<file path="src/rtl/change_pkg.sv">
// Shared types and defaults for the coin-return unit.
// Latency: n/a (declarations only).
// Backpressure: n/a.
package change_pkg;

  // Default width of the change amount and coin counter.
  localparam int COIN_W_DEFAULT = 4;

  // Payout sequencer states.
  typedef enum logic [1:0] {
    IDLE  = 2'd0,
    EJECT = 2'd1,
    GAP   = 2'd2,
    DONE  = 2'd3
  } state_t;

  // Larger of two interval lengths, used to size the shared timer.
  function automatic int max_int(input int a, input int b);
    return (a > b) ? a : b;
  endfunction

endpackage

</file>
<file path="src/rtl/change_dispenser_cycle_timer.sv">
// Loadable down-counter with a zero flag, shared by pulse and gap intervals.
// Latency: load or decrement takes effect on the next clock edge.
// Backpressure: none; holds at zero when decremented past the end.
module cycle_timer #(
  parameter int W = 3
) (
  input  logic         clk,
  input  logic         rst,
  input  logic         load,
  input  logic [W-1:0] load_val,
  input  logic         dec,
  output logic         zero
);

  logic [W-1:0] count;

  // Load has priority over decrement; never wraps below zero.
  always_ff @(posedge clk or posedge rst) begin
    if (rst) begin
      count <= '0;
    end else if (load) begin
      count <= load_val;
    end else if (dec && (count != '0)) begin
      count <= count - W'(1);
    end
  end

  assign zero = (count == '0);

endmodule

</file>
<file path="src/rtl/change_dispenser.sv">
// Pays out a coin count as timed eject pulses, with cancel and completion pulse.
// Latency: coin_eject rises one cycle after an accepted load; done one cycle after the last pulse.
// Backpressure: load is ignored while busy; cancel stops after the current pulse or at once in a gap.
module change_dispenser
  import change_pkg::*;
#(
  parameter int COIN_W       = COIN_W_DEFAULT,
  parameter int PULSE_CYCLES = 4,
  parameter int GAP_CYCLES   = 4
) (
  input  logic              clk,
  input  logic              rst,
  input  logic              load,
  input  logic [COIN_W-1:0] change,
  input  logic              cancel,
  output logic              coin_eject,
  output logic              busy,
  output logic [COIN_W-1:0] coins_left,
  output logic              done
);

  localparam int TW = $clog2(max_int(PULSE_CYCLES, GAP_CYCLES)) + 1;
  localparam logic [TW-1:0] PULSE_LD = TW'(PULSE_CYCLES - 1);
  localparam logic [TW-1:0] GAP_LD   = TW'(GAP_CYCLES - 1);

  state_t        state;
  logic          t_load;
  logic [TW-1:0] t_val;
  logic          t_dec;
  logic          t_zero;
  logic          last_coin;

  assign last_coin = (coins_left == COIN_W'(1));

  cycle_timer #(.W(TW)) u_timer (
    .clk      (clk),
    .rst      (rst),
    .load     (t_load),
    .load_val (t_val),
    .dec      (t_dec),
    .zero     (t_zero)
  );

  // Timer control: reload at each interval boundary, otherwise count down while paying.
  always_comb begin
    t_load = 1'b0;
    t_val  = PULSE_LD;
    t_dec  = 1'b0;
    case (state)
      IDLE: begin
        if (load && (change != '0)) begin
          t_load = 1'b1;
          t_val  = PULSE_LD;
        end
      end
      EJECT: begin
        if (t_zero) begin
          if (!(last_coin || cancel)) begin
            t_load = 1'b1;
            t_val  = GAP_LD;
          end
        end else begin
          t_dec = 1'b1;
        end
      end
      GAP: begin
        if (!cancel) begin
          if (t_zero) begin
            t_load = 1'b1;
            t_val  = PULSE_LD;
          end else begin
            t_dec = 1'b1;
          end
        end
      end
      default: begin
      end
    endcase
  end

  // Payout sequencer; outputs are registered alongside the next state.
  always_ff @(posedge clk or posedge rst) begin
    if (rst) begin
      state      <= IDLE;
      coin_eject <= 1'b0;
      busy       <= 1'b0;
      coins_left <= '0;
      done       <= 1'b0;
    end else begin
      case (state)
        IDLE: begin
          done <= 1'b0;
          if (load) begin
            busy <= 1'b1;
            if (change != '0) begin
              coins_left <= change;
              coin_eject <= 1'b1;
              state      <= EJECT;
            end else begin
              done  <= 1'b1;
              state <= DONE;
            end
          end
        end
        EJECT: begin
          // A pulse always runs to full length; cancel is honoured only at its end.
          if (t_zero) begin
            coins_left <= coins_left - COIN_W'(1);
            coin_eject <= 1'b0;
            if (last_coin || cancel) begin
              done  <= 1'b1;
              state <= DONE;
            end else begin
              state <= GAP;
            end
          end
        end
        GAP: begin
          if (cancel) begin
            done  <= 1'b1;
            state <= DONE;
          end else if (t_zero) begin
            coin_eject <= 1'b1;
            state      <= EJECT;
          end
        end
        DONE: begin
          done  <= 1'b0;
          busy  <= 1'b0;
          state <= IDLE;
        end
        default: begin
          coin_eject <= 1'b0;
          busy       <= 1'b0;
          done       <= 1'b0;
          state      <= IDLE;
        end
      endcase
    end
  end

endmodule

</file>
<file path="config.mk">
export PLATFORM = sky130hd
export DESIGN_NAME = change_dispenser
export DESIGN_NICKNAME = d
export VERILOG_FILES = /design/src/rtl/change_pkg.sv /design/src/rtl/change_dispenser_cycle_timer.sv /design/src/rtl/change_dispenser.sv
export SDC_FILE = /design/constraint.sdc
export NUM_CORES = 1
export LEC_CHECK = 0
export ABC_AREA = 1
export CORE_UTILIZATION = 56
export CTS_CLUSTER_SIZE = 40
export DETAILED_ROUTE_END_ITERATION = 16
export PLACE_DENSITY = 0.9
export SLEW_MARGIN = 20
export SYNTH_ARGS = -nofsm -noshare
export SYNTH_HDL_FRONTEND = slang
export SYNTH_SLANG_ARGS = --single-unit
</file>
<file path="constraint.sdc">
create_clock -name clk -period 3.71 [get_ports clk]
set_input_delay 0.371 -clock clk [delete_from_list [all_inputs] [get_ports clk]]
set_output_delay 0.371 -clock clk [all_outputs]
set_load 0.05 [all_outputs]
</file>
==> results.sh <==
export IMPL_p_per_area_nw_per_um2=932
export IMPL_design_area_sq_um=1100
export IMPL_drv_slew=0
export IMPL_cts_resized=0
export IMPL_nets=170
export IMPL_grt_pass1_wl_um=3340
export IMPL_critPathBufInv=1
export IMPL_synthTopCellsByCount="47 x nand2_1, 20 x inv_1, 12 x dfrtp_1"
export IMPL_vdd_ir_drop_max_v=0.000689
export IMPL_fin_setup_tns_ns=0
export IMPL_die_area_sq_um=1830
export IMPL_num_rows=14
export IMPL_synth_most_common_cell="nand2_1"
export IMPL_drive_gt1_share_pct=8.61
export IMPL_critPathTopFamily="buffers and inverters"
export IMPL_cp_end_kind="primary output"
export IMPL_synth_largest_area_cell="dfrtp_1"
export IMPL_maxCapViolCount=0
export IMPL_ys_ff_latch=12
export IMPL_stdcell_count=167
export IMPL_cpMaxStageDelayCell="clkdlybuf4s50_1"
export IMPL_crit_chain="clkdlybuf4s50_1"
export IMPL_yosysUniqueCellTypes=22
export IMPL_start_kind="flip-flop"
export IMPL_synth_ff_type="dfrtp_1"
export IMPL_die_h_um=42.7
export IMPL_areaGrowthSynthToFinish_pct=18.4
export IMPL_p_leak_nw=0.603
export IMPL_grt_ovfl_total=0
export IMPL_cts_hold_buf=0
export IMPL_critical_path_required_ns=3.34
export IMPL_cts_made_buffers=3
export IMPL_clk_latency_ns=0.28
export IMPL_path_class="reg -> out"
export IMPL_die_x_um=42.7
export IMPL_rsz0062_at_grt="no"
export IMPL_io_pin_count=15
export IMPL_hold_class="in -> async"
export IMPL_core_area_sq_um=1520
export IMPL_slowest_delay_ns=0.84
export IMPL_cts_htree_levels=1
export IMPL_diodes=0
export IMPL_synth_nets=152
export IMPL_drt_iter0_drc=41
export IMPL_routed_wirelength_um=1930
export IMPL_dpl_instance_area_sq_um=1080
export IMPL_gp_congestion=0.927
export IMPL_synth_edf_count=0
export IMPL_port_buffers=14
export IMPL_dp_hpwl_um=1540
export IMPL_cts_tree="built"
export IMPL_hold_violations=0
export IMPL_num_fill_cells=117
export IMPL_cts_buffer_depth=2
export IMPL_grt_pass1_vias=811
export IMPL_start_util_pct=61.0
export IMPL_syn_inst=135
export IMPL_path_max_fanout=6
export IMPL_yosys_area_top_type_share_pct=32.3
export IMPL_viasPerCell=5.40
export IMPL_post_cts_buffers=0
export IMPL_grt_use_total_pct=24.4
export IMPL_grt_max_degree=13
export IMPL_synth_area_leaders="dfrtp_1 32%, nand2_1 19%, ha_1 12%"
export IMPL_place_inst=164
export IMPL_ys_warn_count=0
export IMPL_worstPathArrival_ns=1.57
export IMPL_clk_pin_slew_ns=0.08
export IMPL_finalSetupViolCount=0
export IMPL_avgSynthCellArea_sq_um=6.89
export IMPL_seq_area_frac_synth_pct=32.3
export IMPL_clockRootBuffer="clkbuf_4"
export IMPL_syn_area_sq_um=930
export IMPL_finClkSkew_ns=0.00372
export IMPL_relSlewSlack_pct=67.0
export IMPL_status="finished clean"
export IMPL_min_period_over_period_pct=52.4
export IMPL_drc=0
export IMPL_fin_crit_ns=1.94
export IMPL_tightest_slew_ns=0.493
export IMPL_async_flop_share_pct=100
export IMPL_fmax_mhz=515
export IMPL_final_antenna_net_count=0
export IMPL_firstDrtPassIters=4
export IMPL_routedWlPerCell_um=11.6
export IMPL_antenna_found_initial=0
export IMPL_num_vias=902
export IMPL_cts_sinks=12
through the flow:
step	power, mW	setup WS [ns]	hold slack [ns]	utilization, %
final	1.03	1.77	0.383	72.2
after global routing	1.12	1.73	0.427	72.2
after CTS	1.02	1.77	0.413	72.2
after detailed placement	0.936	2.04	0.457	70.8
after global placement	0.910	2.09	0.453	70.8
after floorplan	0.770	2.12	0.236	-
path summary, 6_finish.rpt:
check,start,end,slack [ns],cells past startpoint
worst max register to register,state[1],coins_left[2],2.00,9
worst min register to register,coin_eject,coin_eject,0.48,2
min in group clk,coin_eject,coin_eject,0.48,2
worst min-delay path,rst,coin_eject,0.38,2
worst max-delay path,coins_left[2],coins_left[2],1.77,1
max in group asynchronous,rst,state[0],3.02,2
sequential cells by signal (all words and copies together), names as in the netlist:
signal and flops:
state 2, coin_eject 1, done 1, u_timer.count 3, busy 1, coins_left 4
cells in the final DEF, fill, tap and decap left out, drive strengths merged:
cell,instances
dfrtp,12
a21boi,1
clkinv,1
nand4,4
clkbuf,3
or2,2
a21oi,2
nand2,50
xor2,1
ha,9
inv,22
o21ai,9
nor2,10
clkdlybuf4s50,14
nand3,10
o22ai,1
cell type report:
type,instances,area [sq um],share of cell area [%]
Multi-Input combinational cell,99,531,48.2
Sequential cell,12,300,27.3
Timing Repair Buffer,14,140,12.7
Inverter,23,87.6,7.95
Clock buffer,3,22.5,2.05
Tap cell,16,20.0,1.82
layer usage:
| metal | routed length (um) | part of all wire, % | track usage, % | vias to the layer above |
|---|---|---|---|---|
| met3 | 164 | 8.5 | 5.53 | 7 |
| met4 | 31 | 1.6 | 5.63 | 0 |
| li1 | - | - | - | 455 |
| met2 | 895 | 46 | 40.9 | 47 |
| met5 | 0 | 0 | 0 | - |
| met1 | 840 | 43 | 31.7 | 393 |
power by group:
part	total, mW	internal (mW)	leakage (nW)	switching, mW
sequential	0.245	0.192	0.144	0.0529
clock	0.0830	0.0377	0.0138	0.0453
combinational	0.698	0.234	0.445	0.464
cell families after synthesis:
kind of cell / synth area share [%]
compound gates: 8.21
simple gates: 35.8
buf+inv: 10.6
fa+ha+maj: 12.1
xor+xnor: 0.942
flops: 32.3
No activity file was read; power rests on OpenSTA's default activity.
